**src/rtl/i2s_pkg.sv**
```systemverilog
// Shared I2S definitions: default geometry, the stereo sample pair type and
// word-select helpers. Used by i2s_transmitter and i2s_receiver.
package i2s_pkg;

  localparam int I2S_WIDTH     = 16;
  localparam int I2S_SCLK_DIV  = 8;
  localparam int I2S_SLOT_BITS = 32;

  typedef struct packed {
    logic [I2S_WIDTH-1:0] l;
    logic [I2S_WIDTH-1:0] r;
  } stereo_sample_t;

  typedef enum logic {
    WS_LEFT  = 1'b0,
    WS_RIGHT = 1'b1
  } ws_e;

  // Standard I2S: ws changes one bit before each slot MSB.
  function automatic ws_e ws_i2s(input int bit_idx, input int slot_bits);
    return ((bit_idx >= slot_bits - 1) && (bit_idx <= 2 * slot_bits - 2)) ? WS_RIGHT : WS_LEFT;
  endfunction

  // Left-justified: ws changes together with each slot MSB.
  function automatic ws_e ws_left_justified(input int bit_idx, input int slot_bits);
    return (bit_idx >= slot_bits) ? WS_RIGHT : WS_LEFT;
  endfunction

endpackage

```
**src/rtl/i2s_transmitter_if.sv**
```systemverilog
// Sample-pair handshake between a PCM source (master) and the I2S
// transmitter (slave). A transfer happens on tx_valid && tx_ready.
interface i2s_transmitter_if
  import i2s_pkg::*;
#(
  parameter int WIDTH = I2S_WIDTH
);

  logic [WIDTH-1:0] tx_data_l;
  logic [WIDTH-1:0] tx_data_r;
  logic             tx_valid;
  logic             tx_ready;

  modport master (
    output tx_data_l,
    output tx_data_r,
    output tx_valid,
    input  tx_ready
  );

  modport slave (
    input  tx_data_l,
    input  tx_data_r,
    input  tx_valid,
    output tx_ready
  );

endinterface

```
**src/rtl/i2s_clkgen.sv**
```systemverilog
// I2S bus-master timing: divides mclk into sclk, counts bits in the frame
// and drives ws. Emits strobes that mark the mclk edge on which sclk falls
// (fall_o) and on which a new frame begins (frame_o), plus the bit index that
// becomes current on that edge. Shared by the transmitter and receiver.
// Build option: define I2S_LEFT_JUSTIFIED_EN for left-justified ws timing;
// default is standard I2S with ws leading each slot by one bit.
module i2s_clkgen
  import i2s_pkg::*;
#(
  parameter  int SCLK_DIV  = I2S_SCLK_DIV,
  parameter  int SLOT_BITS = I2S_SLOT_BITS,
  localparam int DIV_W     = $clog2(SCLK_DIV),
  localparam int BIT_W     = $clog2(2 * SLOT_BITS)
) (
  input  logic             mclk,
  input  logic             rst,
  output logic             fall_o,
  output logic             frame_o,
  output logic [BIT_W-1:0] bit_nxt_o,
  output logic             sclk_o,
  output logic             ws_o
);

  localparam logic [DIV_W-1:0] DIV_LAST  = DIV_W'(SCLK_DIV - 1);
  localparam logic [DIV_W-1:0] DIV_HALF  = DIV_W'(SCLK_DIV / 2);
  localparam logic [BIT_W-1:0] BIT_LAST  = BIT_W'(2 * SLOT_BITS - 1);

  logic [DIV_W-1:0] div_cnt_q, div_cnt_d;
  logic [BIT_W-1:0] bit_cnt_q, bit_cnt_d;
  logic             sclk_q;
  ws_e              ws_q, ws_d;
  logic             fall;

  // Next-state for the divider and bit counter; a fall event is the wrap of div_cnt.
  always_comb begin
    fall      = (div_cnt_q == DIV_LAST);
    div_cnt_d = fall ? '0 : div_cnt_q + 1'b1;
    bit_cnt_d = bit_cnt_q;
    if (fall) begin
      bit_cnt_d = (bit_cnt_q == BIT_LAST) ? '0 : bit_cnt_q + 1'b1;
    end
`ifdef I2S_LEFT_JUSTIFIED_EN
    ws_d = ws_left_justified(int'(bit_cnt_d), SLOT_BITS);
`else
    ws_d = ws_i2s(int'(bit_cnt_d), SLOT_BITS);
`endif
  end

  // Timing registers; sclk follows the divider so it falls exactly on fall events.
  always_ff @(posedge mclk) begin
    if (rst) begin
      div_cnt_q <= '0;
      bit_cnt_q <= '0;
      sclk_q    <= 1'b0;
      ws_q      <= WS_LEFT;
    end else begin
      // NOTE: sequential state uses <= so every register samples pre-edge values.
      div_cnt_q <= div_cnt_d;
      bit_cnt_q <= bit_cnt_d;
      sclk_q    <= (div_cnt_d >= DIV_HALF);
      if (fall) begin
        ws_q <= ws_d;
      end
    end
  end

  assign fall_o    = fall;
  assign frame_o   = fall && (bit_cnt_q == BIT_LAST);
  assign bit_nxt_o = bit_cnt_d;
  assign sclk_o    = sclk_q;
  assign ws_o      = ws_q;

endmodule

```
**src/rtl/i2s_transmitter.sv**
```systemverilog
// I2S transmitter (bus master). Accepts stereo pairs into a one-deep holding
// register, loads them into two shift registers at each frame boundary and
// serialises them MSB first onto sd_tx, changing only on sclk falling edges.
// Build option: define I2S_LEFT_JUSTIFIED_EN (handled in i2s_clkgen) for
// left-justified ws timing; data order and handshake are unchanged.
module i2s_transmitter
  import i2s_pkg::*;
#(
  parameter  int WIDTH     = I2S_WIDTH,
  parameter  int SCLK_DIV  = I2S_SCLK_DIV,
  parameter  int SLOT_BITS = I2S_SLOT_BITS,
  localparam int BIT_W     = $clog2(2 * SLOT_BITS)
) (
  input  logic                mclk,
  input  logic                rst,
  i2s_transmitter_if.slave    tx_if,
  output logic                underflow,
  output logic                sclk,
  output logic                ws,
  output logic                sd_tx
);

  logic             fall;
  logic             frame;
  logic [BIT_W-1:0] bit_nxt;

  logic             hold_full_q, hold_full_d;
  logic [WIDTH-1:0] hold_l_q, hold_l_d;
  logic [WIDTH-1:0] hold_r_q, hold_r_d;
  logic [WIDTH-1:0] sh_l_q, sh_l_d;
  logic [WIDTH-1:0] sh_r_q, sh_r_d;
  logic             sd_tx_q, sd_tx_d;
  logic             underflow_q, underflow_d;
  logic [WIDTH-1:0] load_l, load_r;
  logic             accept;

  i2s_clkgen #(
    .SCLK_DIV  (SCLK_DIV),
    .SLOT_BITS (SLOT_BITS)
  ) u_clkgen (
    .mclk      (mclk),
    .rst       (rst),
    .fall_o    (fall),
    .frame_o   (frame),
    .bit_nxt_o (bit_nxt),
    .sclk_o    (sclk),
    .ws_o      (ws)
  );

  assign accept         = tx_if.tx_valid && !hold_full_q;
  assign tx_if.tx_ready = !hold_full_q;
  // An empty holding register at a frame boundary sends a silent frame.
  assign load_l         = hold_full_q ? hold_l_q : '0;
  assign load_r         = hold_full_q ? hold_r_q : '0;

  // Holding-register handshake, frame load and per-bit shifting.
  always_comb begin
    // NOTE: every combinational output gets a default first so no path infers a latch.
    hold_full_d = hold_full_q;
    hold_l_d    = hold_l_q;
    hold_r_d    = hold_r_q;
    sh_l_d      = sh_l_q;
    sh_r_d      = sh_r_q;
    sd_tx_d     = sd_tx_q;
    underflow_d = 1'b0;

    // The load consumes the old contents first, so a same-cycle accept is never lost.
    if (frame) begin
      underflow_d = !hold_full_q;
      hold_full_d = 1'b0;
    end
    if (accept) begin
      hold_full_d = 1'b1;
      hold_l_d    = tx_if.tx_data_l;
      hold_r_d    = tx_if.tx_data_r;
    end

    // The MSB goes straight to sd_tx at load, so the left shifter starts one bit ahead.
    if (fall) begin
      if (frame) begin
        sd_tx_d = load_l[WIDTH-1];
        sh_l_d  = load_l << 1;
        sh_r_d  = load_r;
      end else if (bit_nxt < BIT_W'(SLOT_BITS)) begin
        sd_tx_d = sh_l_q[WIDTH-1];
        sh_l_d  = sh_l_q << 1;
      end else begin
        sd_tx_d = sh_r_q[WIDTH-1];
        sh_r_d  = sh_r_q << 1;
      end
    end
  end

  // Datapath registers; reset drops any held pair.
  always_ff @(posedge mclk) begin
    if (rst) begin
      hold_full_q <= 1'b0;
      // NOTE: data registers are reset too, so the frame after reset is truly zero, not X.
      hold_l_q    <= '0;
      hold_r_q    <= '0;
      sh_l_q      <= '0;
      sh_r_q      <= '0;
      sd_tx_q     <= 1'b0;
      underflow_q <= 1'b0;
    end else begin
      hold_full_q <= hold_full_d;
      hold_l_q    <= hold_l_d;
      hold_r_q    <= hold_r_d;
      sh_l_q      <= sh_l_d;
      sh_r_q      <= sh_r_d;
      sd_tx_q     <= sd_tx_d;
      underflow_q <= underflow_d;
    end
  end

  assign sd_tx     = sd_tx_q;
  assign underflow = underflow_q;

endmodule

```
**src/flat_wrapper.sv**
```systemverilog
// flat-port wrapper written by rule: the top's interface ports become plain ports
module i2s_transmitter_flat import i2s_pkg::*;
#(
  parameter  int WIDTH     = I2S_WIDTH,
  parameter  int SCLK_DIV  = I2S_SCLK_DIV,
  parameter  int SLOT_BITS = I2S_SLOT_BITS,
  localparam int BIT_W     = $clog2(2 * SLOT_BITS)
)
  (mclk, rst, underflow, sclk, ws, sd_tx, tx_if_tx_data_l, tx_if_tx_data_r, tx_if_tx_valid, tx_if_tx_ready);
  i2s_transmitter_if #(.WIDTH(WIDTH)) tx_if_i ();
  input  logic mclk;
  input  logic rst;
  output logic underflow;
  output logic sclk;
  output logic ws;
  output logic sd_tx;
  input wire logic [$bits(tx_if_i.tx_data_l)-1:0] tx_if_tx_data_l;
  input wire logic [$bits(tx_if_i.tx_data_r)-1:0] tx_if_tx_data_r;
  input wire logic [$bits(tx_if_i.tx_valid)-1:0] tx_if_tx_valid;
  output wire logic [$bits(tx_if_i.tx_ready)-1:0] tx_if_tx_ready;
  assign tx_if_i.tx_data_l = tx_if_tx_data_l;
  assign tx_if_i.tx_data_r = tx_if_tx_data_r;
  assign tx_if_i.tx_valid = tx_if_tx_valid;
  assign tx_if_tx_ready = tx_if_i.tx_ready;
  i2s_transmitter #(.WIDTH(WIDTH), .SCLK_DIV(SCLK_DIV), .SLOT_BITS(SLOT_BITS)) u_core (.mclk(mclk), .rst(rst), .tx_if(tx_if_i), .underflow(underflow), .sclk(sclk), .ws(ws), .sd_tx(sd_tx));
endmodule
```
**config.mk**
```make
export PLATFORM = sky130hd
export DESIGN_NAME = i2s_transmitter_flat
export DESIGN_NICKNAME = d
export VERILOG_FILES = /design/src/rtl/i2s_pkg.sv /design/src/rtl/i2s_transmitter_if.sv /design/src/rtl/i2s_clkgen.sv /design/src/rtl/i2s_transmitter.sv /design/src/flat_wrapper.sv
export SDC_FILE = /design/constraint.sdc
export NUM_CORES = 1
export LEC_CHECK = 0
export ABC_AREA = 0
export CAP_MARGIN = 20
export CORE_UTILIZATION = 60
export DETAILED_ROUTE_END_ITERATION = 16
export PLACE_DENSITY = 0.85
export RECOVER_POWER = 100
export SETUP_SLACK_MARGIN = 0.2
export SLEW_MARGIN = 5
export SYNTH_ARGS = -nofsm -noshare
export SYNTH_HDL_FRONTEND = slang
export SYNTH_SLANG_ARGS = --single-unit
```
**constraint.sdc**
```tcl
create_clock -name mclk -period 2.7 [get_ports mclk]
set_input_delay 0.54 -clock mclk [delete_from_list [all_inputs] [get_ports mclk]]
set_output_delay 0.54 -clock mclk [all_outputs]
set_load 0.05 [all_outputs]
```
* Yosys cells after proc, flatten, opt, wreduce, memory -nomap -nowiden
Index checks and enable logic that the tools add are counted.
W data, S select, Z words.
** Storage, ports and cells
- Logic and storage cells :: 44
- Output and inout bits :: 5
- Input port bits :: 35
- Register bits :: 78
** Operators by class
- Reductions and logical operators :: 9
- Eq/ne operators :: 3
- Muxes and demuxes :: 14
- Add/sub/neg operators :: 2
- Order comparisons :: 4
- Bitwise operators :: 1
** Operators by type and width (count)
- $mux W16 :: 6
- $mux W6 :: 2
- $add A6 B1 Y6 const B :: 1
- $eq A6 B6 Y1 const B :: 1
- $ge A6 B5 Y1 const B :: 1
- $le A6 B6 Y1 const B :: 1
- $lt A6 B6 Y1 const B :: 1
- $mux W1 :: 5
- $reduce_and A2 Y1 :: 2
- $reduce_bool A2 Y1 :: 2
- $add A3 B1 Y3 const B :: 1
- $eq A3 B3 Y1 const B :: 1
- $ge A3 B3 Y1 const B :: 1
- $logic_and A1 B1 Y1 :: 3
- $mux W3 :: 1
- $ne A2 B1 Y1 const B :: 1
- $reduce_or A2 Y1 :: 1
- $logic_not A1 Y1 :: 1
- $not A1 Y1 :: 1

* Depth between registers and ports, before layout
Gate-level depths: netlist (run 1).
- Word-level depth :: 6
- Mapped depth :: 8
- Gate-level depth less buffers :: 7

* Hierarchy
A second synthesis (run 1) with hierarchy kept.
** Unflattened totals
- Cell total of the unflattened synthesis :: 404
- Area, all modules :: 3380.7 um^2
** Modules (own cells, without submodules)
- i2s_transmitter :: area an instance 2876.5 um^2, cells each 349, seq. area each 1321.3 um^2, instances 1
- i2s_clkgen :: area an instance 504.2 um^2, cells each 55, seq. area each 200.2 um^2, instances 1

* Worst setup path before layout (run 1)
No wires, ideal clock.
- Path type :: flip-flop to flip-flop
- Start :: register u_core.u_clkgen.div_cnt_q[2]
- End :: register u_core.sh_r_q[10]
- Setup slack :: 0.689 ns
- Path buffers :: 1
- Cell stages (with the launch flop) :: 8
- Clock period less this slack :: 2.011 ns
- Data required time :: 2.611 ns
- Library setup time :: 0.089 ns
- Data arrival time :: 1.922 ns
- Path through :: dfxtp_1 -> ha_1 -> and3_4 -> a41o_2 -> o211a_4 -> buf_12 -> nor2_2 -> a311oi_2
** On the way
- Word-level cells in the longest chain between the ends :: 5
- Elaborated cells between the ends (all ways) :: 7
- Those cells by class :: 1 x order compare; 2 x eq/ne; 2 x mux; 2 x reduce/logical
** Ends and longest elaborated chain
- from (decl) :: line i2s_clkgen.sv:28 : logic [DIV_W-1:0] div_cnt_q, div_cnt_d;
- from (signal assigned) :: line i2s_clkgen.sv:58 : div_cnt_q <= div_cnt_d;
- $eq A3 B3 Y1 (*) :: line i2s_clkgen.sv:36 : fall = (div_cnt_q == DIV_LAST);
- $mux W6 :: line i2s_clkgen.sv:39 : if (fall) begin
- $lt A6 B6 Y1 :: line i2s_transmitter.sv:84 : end else if (bit_nxt < BIT_W'(SLOT_BITS)) begin
- $ne A2 B1 Y1 (no line)
- $reduce_and A2 Y1 (no line)
- to (signal assigned) :: line i2s_transmitter.sv:110 : sh_r_q <= sh_r_d;
- to (decl) :: line i2s_transmitter.sv:31 : logic [WIDTH-1:0] sh_r_q, sh_r_d;
Every way passes the cells marked *; elsewhere a longest branch is shown, timed or not.
A chain may end at the register's enable or synchronous reset.

* Worst setup path in the final report (run 1)
- Start :: register u_core.u_clkgen.div_cnt_q[0]
- End :: register u_core.sh_l_q[10]
** On the way
- Word-level cells in the longest chain between the ends :: 5
- Elaborated cells between the ends (all ways) :: 7
- Those cells by class :: 1 x order compare; 1 x eq/ne; 2 x mux; 3 x reduce/logical
** Ends and longest elaborated chain
- $eq A3 B3 Y1 (*) :: line i2s_clkgen.sv:36
- $mux W6 :: line i2s_clkgen.sv:39
- $lt A6 B6 Y1 :: line i2s_transmitter.sv:84
- $reduce_bool A2 Y1 (no line)
- $reduce_and A2 Y1 (no line)
- to (signal assigned) :: line i2s_transmitter.sv:109 : sh_l_q <= sh_l_d;
- to (decl) :: line i2s_transmitter.sv:30 : logic [WIDTH-1:0] sh_l_q, sh_l_d;
Marked as above.

==> results of run 1 <==
[cell type report]
cell class | count | area, um^2 | share of cell area, %
timing repair buffer | 51 | 475.5 | 12.18
tap | 70 | 87.58 | 2.243
clock inverter | 4 | 72.57 | 1.858
inverter | 3 | 11.26 | 0.2884
clock buffer | 12 | 145.1 | 3.717
multi-input combinational | 266 | 1592 | 40.76
sequential | 76 | 1521 | 38.96
[logic make-up after synthesis]
logic type	share of synthesized area, %
AO/OA/AOI/OAI	21.38
flip-flops	44.97
buffers and inverters	6.139
adder cells (fa/ha/maj)	1.110
XOR/XNOR	1.812
AND/OR/NAND/NOR	24.00
multiplexers	0.5917
[worst paths after layout]
kind	end	slack [ns]	cells past startpoint
max	u_core.sh_l_q[10]	0.54	8
min	u_core.u_clkgen.div_cnt_q[0]	0.44	1
max reg2reg	u_core.sh_l_q[10]	0.54	8
min reg2reg	u_core.u_clkgen.div_cnt_q[0]	0.44	1
[sequential cells by signal, summed over array words and instances (netlist names), 3 cells and up]
register	count
u_core.sh_r_q	16
u_core.sh_l_q	15
u_core.u_clkgen.bit_cnt_q	6
u_core.hold_l_q	16
u_core.u_clkgen.div_cnt_q	3
u_core.hold_r_q	16
[through the flow]
stage	worst slack (ns)	hold slack [ns]	power, mW	util (%)
3_5_place_dp	0.6230	0.4327	1.369	71.20
6_report	0.5352	0.4435	2.289	74.10
2_1_floorplan	0.6895	0.4043	1.289	-
4_1_cts	0.5810	0.4440	2.306	75.33
3_3_place_gp	0.7189	0.4120	1.364	71.20
5_1_grt	0.3675	0.4675	2.379	74.10
[power groups by stage]
stage / logic, mW / registers (mW) / clock network [mW]
floorplan: 0.0932 / 1.20 / 0
global placement: 0.168 / 1.20 / 0
detailed placement: 0.172 / 1.20 / 0
CTS: 0.173 / 1.17 / 0.962
global route: 0.189 / 1.18 / 1.01
finish: 0.169 / 1.17 / 0.948
[routing by layer]
layer  GRT usage (%)  vias to the layer above  wire (um)
met5               0                        -          0
met4           13.02                        0        145
met3           4.881                       14        259
met2           42.86                       59       3336
met1           32.49                     1279       3121
li1                -                     1367          -
[cells in the final DEF (no fill, tap or decap), drive strengths merged, types with 3 or more instances in the layout]
cell type,count
buf,13
clkdlybuf4s50,32
xnor2,3
xor2,4
inv,3
dfxtp,76
nand2b,3
a21oi,36
a311oi,29
nand4,3
nor3,4
ha,3
nand2,96
dlygate4sd3,6
nand3,31
nor2,36
clkbuf,12
==> metrics.md, run 1 <==
| Metric | Value |
|---|---|
| Outcome | finished clean |
| Final net count | 445 |
| Category of the worst setup path capture point | register |
| Worst setup path start | u_core.u_clkgen.div_cnt_q[0] |
| Worst-case clock skew | 0.009515 ns |
| Count of H-tree levels built during CTS | 3 |
| Number of hold violations in the final report | 0 |
| Number of storage elements in the synthesis netlist | 76 |
| Most instantiated library cell after synthesis | sky130_fd_sc_hd__nand2_1 |
| Router iterations before antenna repair | 5 |
| Maximum resistive drop on vdd | 0.4146 mV |
| Worst Max-Slew Pin Slew | 0.5639 ns |
| Number of filler cells placed in the layout | about 400 |
| Combinational share of power | 7.4% |
| Placement-stage cell area | 0.003752 mm^2 |
| Gates resized, CTS repair | 0 |
| RSZ-0062 raised after global routing | false |
| Die Footprint | between 0.005 and 0.006 mm^2 |
| Clock share of power | 41.4% |
| Via count of the first global-routing pass | 2,577 |
| WL per Instance | around 14 um |
| Number of failing setup endpoints in the final timing report | 0 |
| Critical path data required time | 2.96 ns |
| Starting Density | between 60 and 70% |
| Standard-cell rows | 26 |
| Number of sinks driven by the clock tree | 76 |
| Global-route wire length before repair | between 10,000 and 15,000 um |
| Yosys top cell by area | sky130_fd_sc_hd__dfxtp_1 |
| Pint | 1.778 mW |
| Largest net degree at the start of global routing | 37 |
| Part of the Yosys area used for sequential elements | 44.97% |
| Slew Viols, Final | 0 |
| Leakage power of the design | about 1.3 nW |
| Vertical die dimension | 77.09 um |
| Switching share of power | 22.34% |
| Ys async rst share | 0% |
| Ratio of cells with drive above 1 in the final layout | 15.78% |
| TritonCTS clock tree | done |
| Post-synth EDFFs | 0 |
| Total number of vias | 2,719 |
| Power density relative to cell area | just under 600 mW/mm^2 |
| Worst slew margin relative to its limit | between 60% and 70% |
| Fmax | 461.9 MHz |
| Growth of design area from synthesis to finish | 15.42% |
| Setup tns final | 0 ns |
| Post-route clock period utilization | 80.18% |
| Ys flop type | sky130_fd_sc_hd__dfxtp_1 |
| Worst-Skew Late Latency | ~0.35 ns |
| Number of instances in the synthesized netlist | 379 |
| Placeable core region | 0.005270 mm^2 |
| Number of DRC violations after detailed routing | 0 |
| Crit-path max FO | 29 |
| Worst hold path startpoint | u_core.u_clkgen.div_cnt_q[0] |
| Critical path's top delay family | compound AO/OA/AOI/OAI gates |
| Initial antenna violation count | 0 |
| Dominant cell type by count on the critical path | sky130_fd_sc_hd__ha_1 |
| Reg-to-reg critical path startpoint | u_core.u_clkgen.div_cnt_q[0] |
| Placed cells | roughly 470 |
| Post CTS Setup Buffer Count | 0 |
| Quantity of I/O buffers inserted on ports | 39 |
| Area fraction of the dominant cell type after synthesis | 44.97% |
| Cells along the critical path | ha_1 > ha_1 > and3_1 > a41o_2 > a21oi_4 > buf_4 > nor2_1 > a311oi_2 |
| Final antenna diode count | 0 |
| Total routing resource utilization after global routing | about a quarter |
| Number of design-rule violations left by the first detailed-router iteration | 131 |
| Type of the setup path with the least slack | register to register |
| Library cell used as clock root buffer | sky130_fd_sc_hd__clkbuf_8 |
| Synthesized Nets | approximately 420 |
| Count of synthesis-stage warnings from yosys | 0 |
| Min Tclk post-route | 2.165 ns |
| Total routed wirelength | a little under 7000 um |
| Share of total power in sequential cells | 51.2% |
| Synth Area per Inst | 8.927 um^2 |
| Number of top-level pins | 40 |
| CTS buffer count | 9 |
| Netlist cell types | 37 |
| Half-perimeter wire length of the detailed placement result | 4416 um |
| Post-cts hold buffer count | 0 |
| Maximum Capacitance Violations | 0 |
| Slowest stage delay, CP | 0.34 ns |
| Top post-synthesis cells by count | sky130_fd_sc_hd__nand2_1, sky130_fd_sc_hd__dfxtp_1, sky130_fd_sc_hd__a21oi_1 |
| GP Congestion | a little over 0.8 |
| Switching Power | 0.5114 mW |
| Number of buffer and inverter stages on the critical path | 1 |
| Data arrival time at the worst-slack endpoint | 2.42 ns |
| Max Root-Sink Buffers | 2 |
| Width of the die | between 70 and 80 um |
| Clk pin slew, worst setup/hold paths | about 0.080 ns |
| Synth top area cells | sky130_fd_sc_hd__dfxtp_1, sky130_fd_sc_hd__a311oi_2, sky130_fd_sc_hd__nand2_1, sky130_fd_sc_hd__a21oi_1, sky130_fd_sc_hd__nand3_1 |
| Hold Path Class | register to register |
| Sum of overflow across all layers after global routing | 0 |
| Startpoint types | register |
| Post-Layout Cell Count | 482 |
| Remaining antenna violation count after routing | 0 |
| Cell type of the slowest stage on the worst timing path | sky130_fd_sc_hd__a41o_2 |
| Mapped Area | around 0.0034 mm^2 |
| Average vias per placed instance | 5.641 |
| Post-layout instance area | 0.003905 mm^2 |
(Power assumes the default switching activity.)
==> run 2, diff against run 1 <==
- CORE_UTILIZATION: 60 -> 55
- PLACE_DENSITY: 0.85 -> 0.79
- clock period: 2.7 -> 2.2 ns (I/O delays scaled with it)
==> metrics.md, run 2 (synthesized netlist as in run 1, its figures left out) <==
| Metric | Value |
|---|---|
| Count of H-tree levels built during CTS | 3 (unchanged) |
| Outcome | finished clean (unchanged) |
| Ratio of cells with drive above 1 in the final layout | 18.38% (was 15.78%) |
| Reg-to-reg critical path startpoint | u_core.u_clkgen.div_cnt_q[0] (unchanged) |
| GP Congestion | 0.8264 (was 0.8241) |
| Total number of vias | 2,756 (was 2,719) |
| Fmax | 497.1 MHz |
| Worst r2r path cells | 7 (was 8) |
| Standard-cell rows | 28 (was 26) |
| Die Footprint | 0.006469 mm^2 (was 0.005943 mm^2) |
| Leading cell type in the layout, fill and taps excluded | sky130_fd_sc_hd__nand2_1 (unchanged) |
| Power density relative to cell area | 667.0 mW/mm^2 (was 586.2 mW/mm^2) |
| Initial antenna violation count | 0 (unchanged) |
| Clock share of power | 38.4% (was 41.4%) |
| Clk pin slew, worst setup/hold paths | 0.07 ns (was 0.08 ns) |
| Starting Density | 57.14% (was 64.20%) |
| Library cell used as clock root buffer | sky130_fd_sc_hd__clkbuf_8 (unchanged) |
| Combinational share of power | 7.9% (was 7.4%) |
| Maximum resistive drop on vdd | 0.3955 mV (was 0.4146 mV) |
| Worst Max-Slew Pin Slew | 0.9878 ns (was 0.5639 ns) |
| Placeable core region | 0.005921 mm^2 (was 0.005270 mm^2) |
| Most used cells in the layout excluding fill and tap cells | sky130_fd_sc_hd__nand2_1, sky130_fd_sc_hd__dfxtp_1, sky130_fd_sc_hd__a21oi_1, sky130_fd_sc_hd__clkdlybuf4s50_1, sky130_fd_sc_hd__nand3_1 (unchanged) |
| Final antenna diode count | 0 (unchanged) |
| End point of the critical path | sd_tx (was u_core.sh_l_q[10]) |
| Number of failing setup endpoints in the final timing report | 0 (unchanged) |
| Slew Viols, Final | 0 (unchanged) |
| Critical path's top delay family | buffers and inverters (was compound AO/OA/AOI/OAI gates) |
| CTS buffer count | 9 (unchanged) |
| Global-route wire length before repair | 11,900 um (was 12,160 um) |
| Critical register-to-register path endpoint | u_core.sh_r_q[2] (was u_core.sh_l_q[10]) |
| Cell type of the slowest stage on the worst timing path | sky130_fd_sc_hd__dlygate4sd3_1 (was sky130_fd_sc_hd__a41o_2) |
| Cells along the critical path | dlygate4sd3_1 (was ha_1 > ha_1 > and3_1 > a41o_2 > a21oi_4 > buf_4 > nor2_1 > a311oi_2) |
| RSZ-0062 raised after global routing | false (unchanged) |
| Type of the setup path with the least slack | register to primary output (was register to register) |
| Post-cts hold buffer count | 0 (unchanged) |
| Hold Path Class | register to register (unchanged) |
| Crit-path max FO | 2 (was 29) |
| Worst-Skew Late Latency | 0.34 ns (was 0.35 ns) |
| Switching Power | 0.6185 mW (was 0.5114 mW) |
| Min Tclk post-route | 2.011 ns |
| Max Root-Sink Buffers | 2 (unchanged) |
| Total power after layout | 2.685 mW (was 2.289 mW) |
| Number of buffer and inverter stages on the critical path | 1 (unchanged) |
| Number of hold violations in the final report | 0 (unchanged) |
| Setup WS pre-CTS | 0.06636 ns (was 0.6230 ns) |
| Worst setup margin | 0.1885 ns (was 0.5352 ns) |
| Data arrival time at the worst-slack endpoint | 1.57 ns (was 2.42 ns) |
| Critical path data required time | 1.76 ns (was 2.96 ns) |
| Slowest stage delay, CP | 0.88 ns (was 0.34 ns) |
| Pint | 2.066 mW (was 1.778 mW) |
| TritonCTS clock tree | done (unchanged) |
| Worst-case clock skew | 0.008351 ns (was 0.009515 ns) |
| Average vias per placed instance | 5.579 (was 5.641) |
| Category of the worst setup path capture point | primary output (was register) |
| Startpoint types | register (unchanged) |
| Number of DRC violations after detailed routing | 0 (unchanged) |
| Worst slew margin relative to its limit | 34.15% (was 62.41%) |
| Worst reg2reg setup slack | 0.21 ns (was 0.54 ns) |
| Final net count | 453 (was 445) |
| Number of sinks driven by the clock tree | 76 (unchanged) |
| Post-route clock period utilization | between 90% and 100% |
| Half-perimeter wire length of the detailed placement result | 4354 um (was 4416 um) |
| Number of top-level pins | 40 (unchanged) |
| Growth of design area from synthesis to finish | 18.97% (was 15.42%) |
| Sum of overflow across all layers after global routing | 0 (unchanged) |
| Via count of the first global-routing pass | 2,627 (was 2,577) |
| Setup tns final | 0 ns (unchanged) |
| Number of design-rule violations left by the first detailed-router iteration | 137 (was 131) |
| Width of the die | 80.43 um (was 77.09 um) |
| Worst setup path start | u_core.sd_tx (was u_core.u_clkgen.div_cnt_q[0]) |
| Remaining antenna violation count after routing | 0 (unchanged) |
| Share of total power in sequential cells | 53.7% (was 51.2%) |
| CP Depth | 1 (was 8) |
| WL per Instance | 14.38 um (was 14.24 um) |
| Maximum Capacitance Violations | 0 (unchanged) |
| Regs by FF count | u_core.hold_l_q (16), u_core.hold_r_q (16), u_core.sh_r_q (16) (unchanged) |
| Router iterations before antenna repair | 4 (was 5) |
| Leakage power of the design | 1.315 nW (was 1.274 nW) |
| Hold Slack | 0.4357 ns (was 0.4435 ns) |
| Vertical die dimension | 80.43 um (was 77.09 um) |
| Switching share of power | 23.04% (was 22.34%) |
| Largest net degree at the start of global routing | 37 (unchanged) |
| Total routed wirelength | 7106 um (was 6862 um) |
| Total routing resource utilization after global routing | 23.96% (was 26.02%) |
| Quantity of I/O buffers inserted on ports | 39 (unchanged) |
==> run 2: cell type report <==
class,instances,area (um^2)
Timing Repair Buffer,59,605.6
Multi-Input combinational cell,266,1605
Inverter,3,11.26
Sequential cell,76,1525
Clock inverter,2,35.03
Tap cell,75,93.84
Fill cell,482,1896
Clock buffer,13,148.9
==> run 2: timing repair <==
| action | in CTS | in global routing |
|---|---|---|
| gates cloned | 2 | 0 |
| buffers inserted | 1 | 3 |
| pin swaps | 0 | 5 |
| resized for setup | 2 | 7 |
| endpoints found under the setup margin | 31 | 31 |
==> run 2: per-layer routing <==
layer | global-route usage [%] | wire length (um) | vias up
met5 | 0 | 0 | -
met4 | 10.89 | 126 | 0
met3 | 4.091 | 300 | 14
met2 | 40.34 | 3390 | 74
met1 | 29.72 | 3288 | 1291
li1 | - | - | 1377
==> run 2: power groups by stage <==
stage	logic (mW)	registers, mW	clock network [mW]
after floorplan	0.114	1.47	0
after global placement	0.214	1.47	0
after detailed placement	0.219	1.47	0
after CTS	0.222	1.44	1.04
after global routing	0.235	1.45	1.10
final	0.212	1.44	1.03
==> run 2: metrics by stage <==
stage	instances	util, %	area, um^2
floorplan	379	-	3385
global placement	473	64.56	3822
detailed placement	473	64.56	3822
CTS	491	69.10	4091
global route	494	67.98	4025
finish	494	67.98	4025
==> run 2: worst min-delay path by stage <==
stage / startpoint / endpoint / slack, ns / depth (start not counted)
floorplan: u_core.u_clkgen.div_cnt_q[0] / u_core.u_clkgen.div_cnt_q[0] / 0.40 / 1
global placement: u_core.u_clkgen.div_cnt_q[0] / u_core.u_clkgen.div_cnt_q[0] / 0.41 / 1
detailed placement: u_core.u_clkgen.div_cnt_q[0] / u_core.u_clkgen.div_cnt_q[0] / 0.42 / 1
CTS: u_core.u_clkgen.div_cnt_q[0] / u_core.u_clkgen.div_cnt_q[0] / 0.43 / 1
global route: u_core.u_clkgen.div_cnt_q[0] / u_core.u_clkgen.div_cnt_q[0] / 0.44 / 1
finish: u_core.u_clkgen.div_cnt_q[0] / u_core.u_clkgen.div_cnt_q[0] / 0.44 / 1
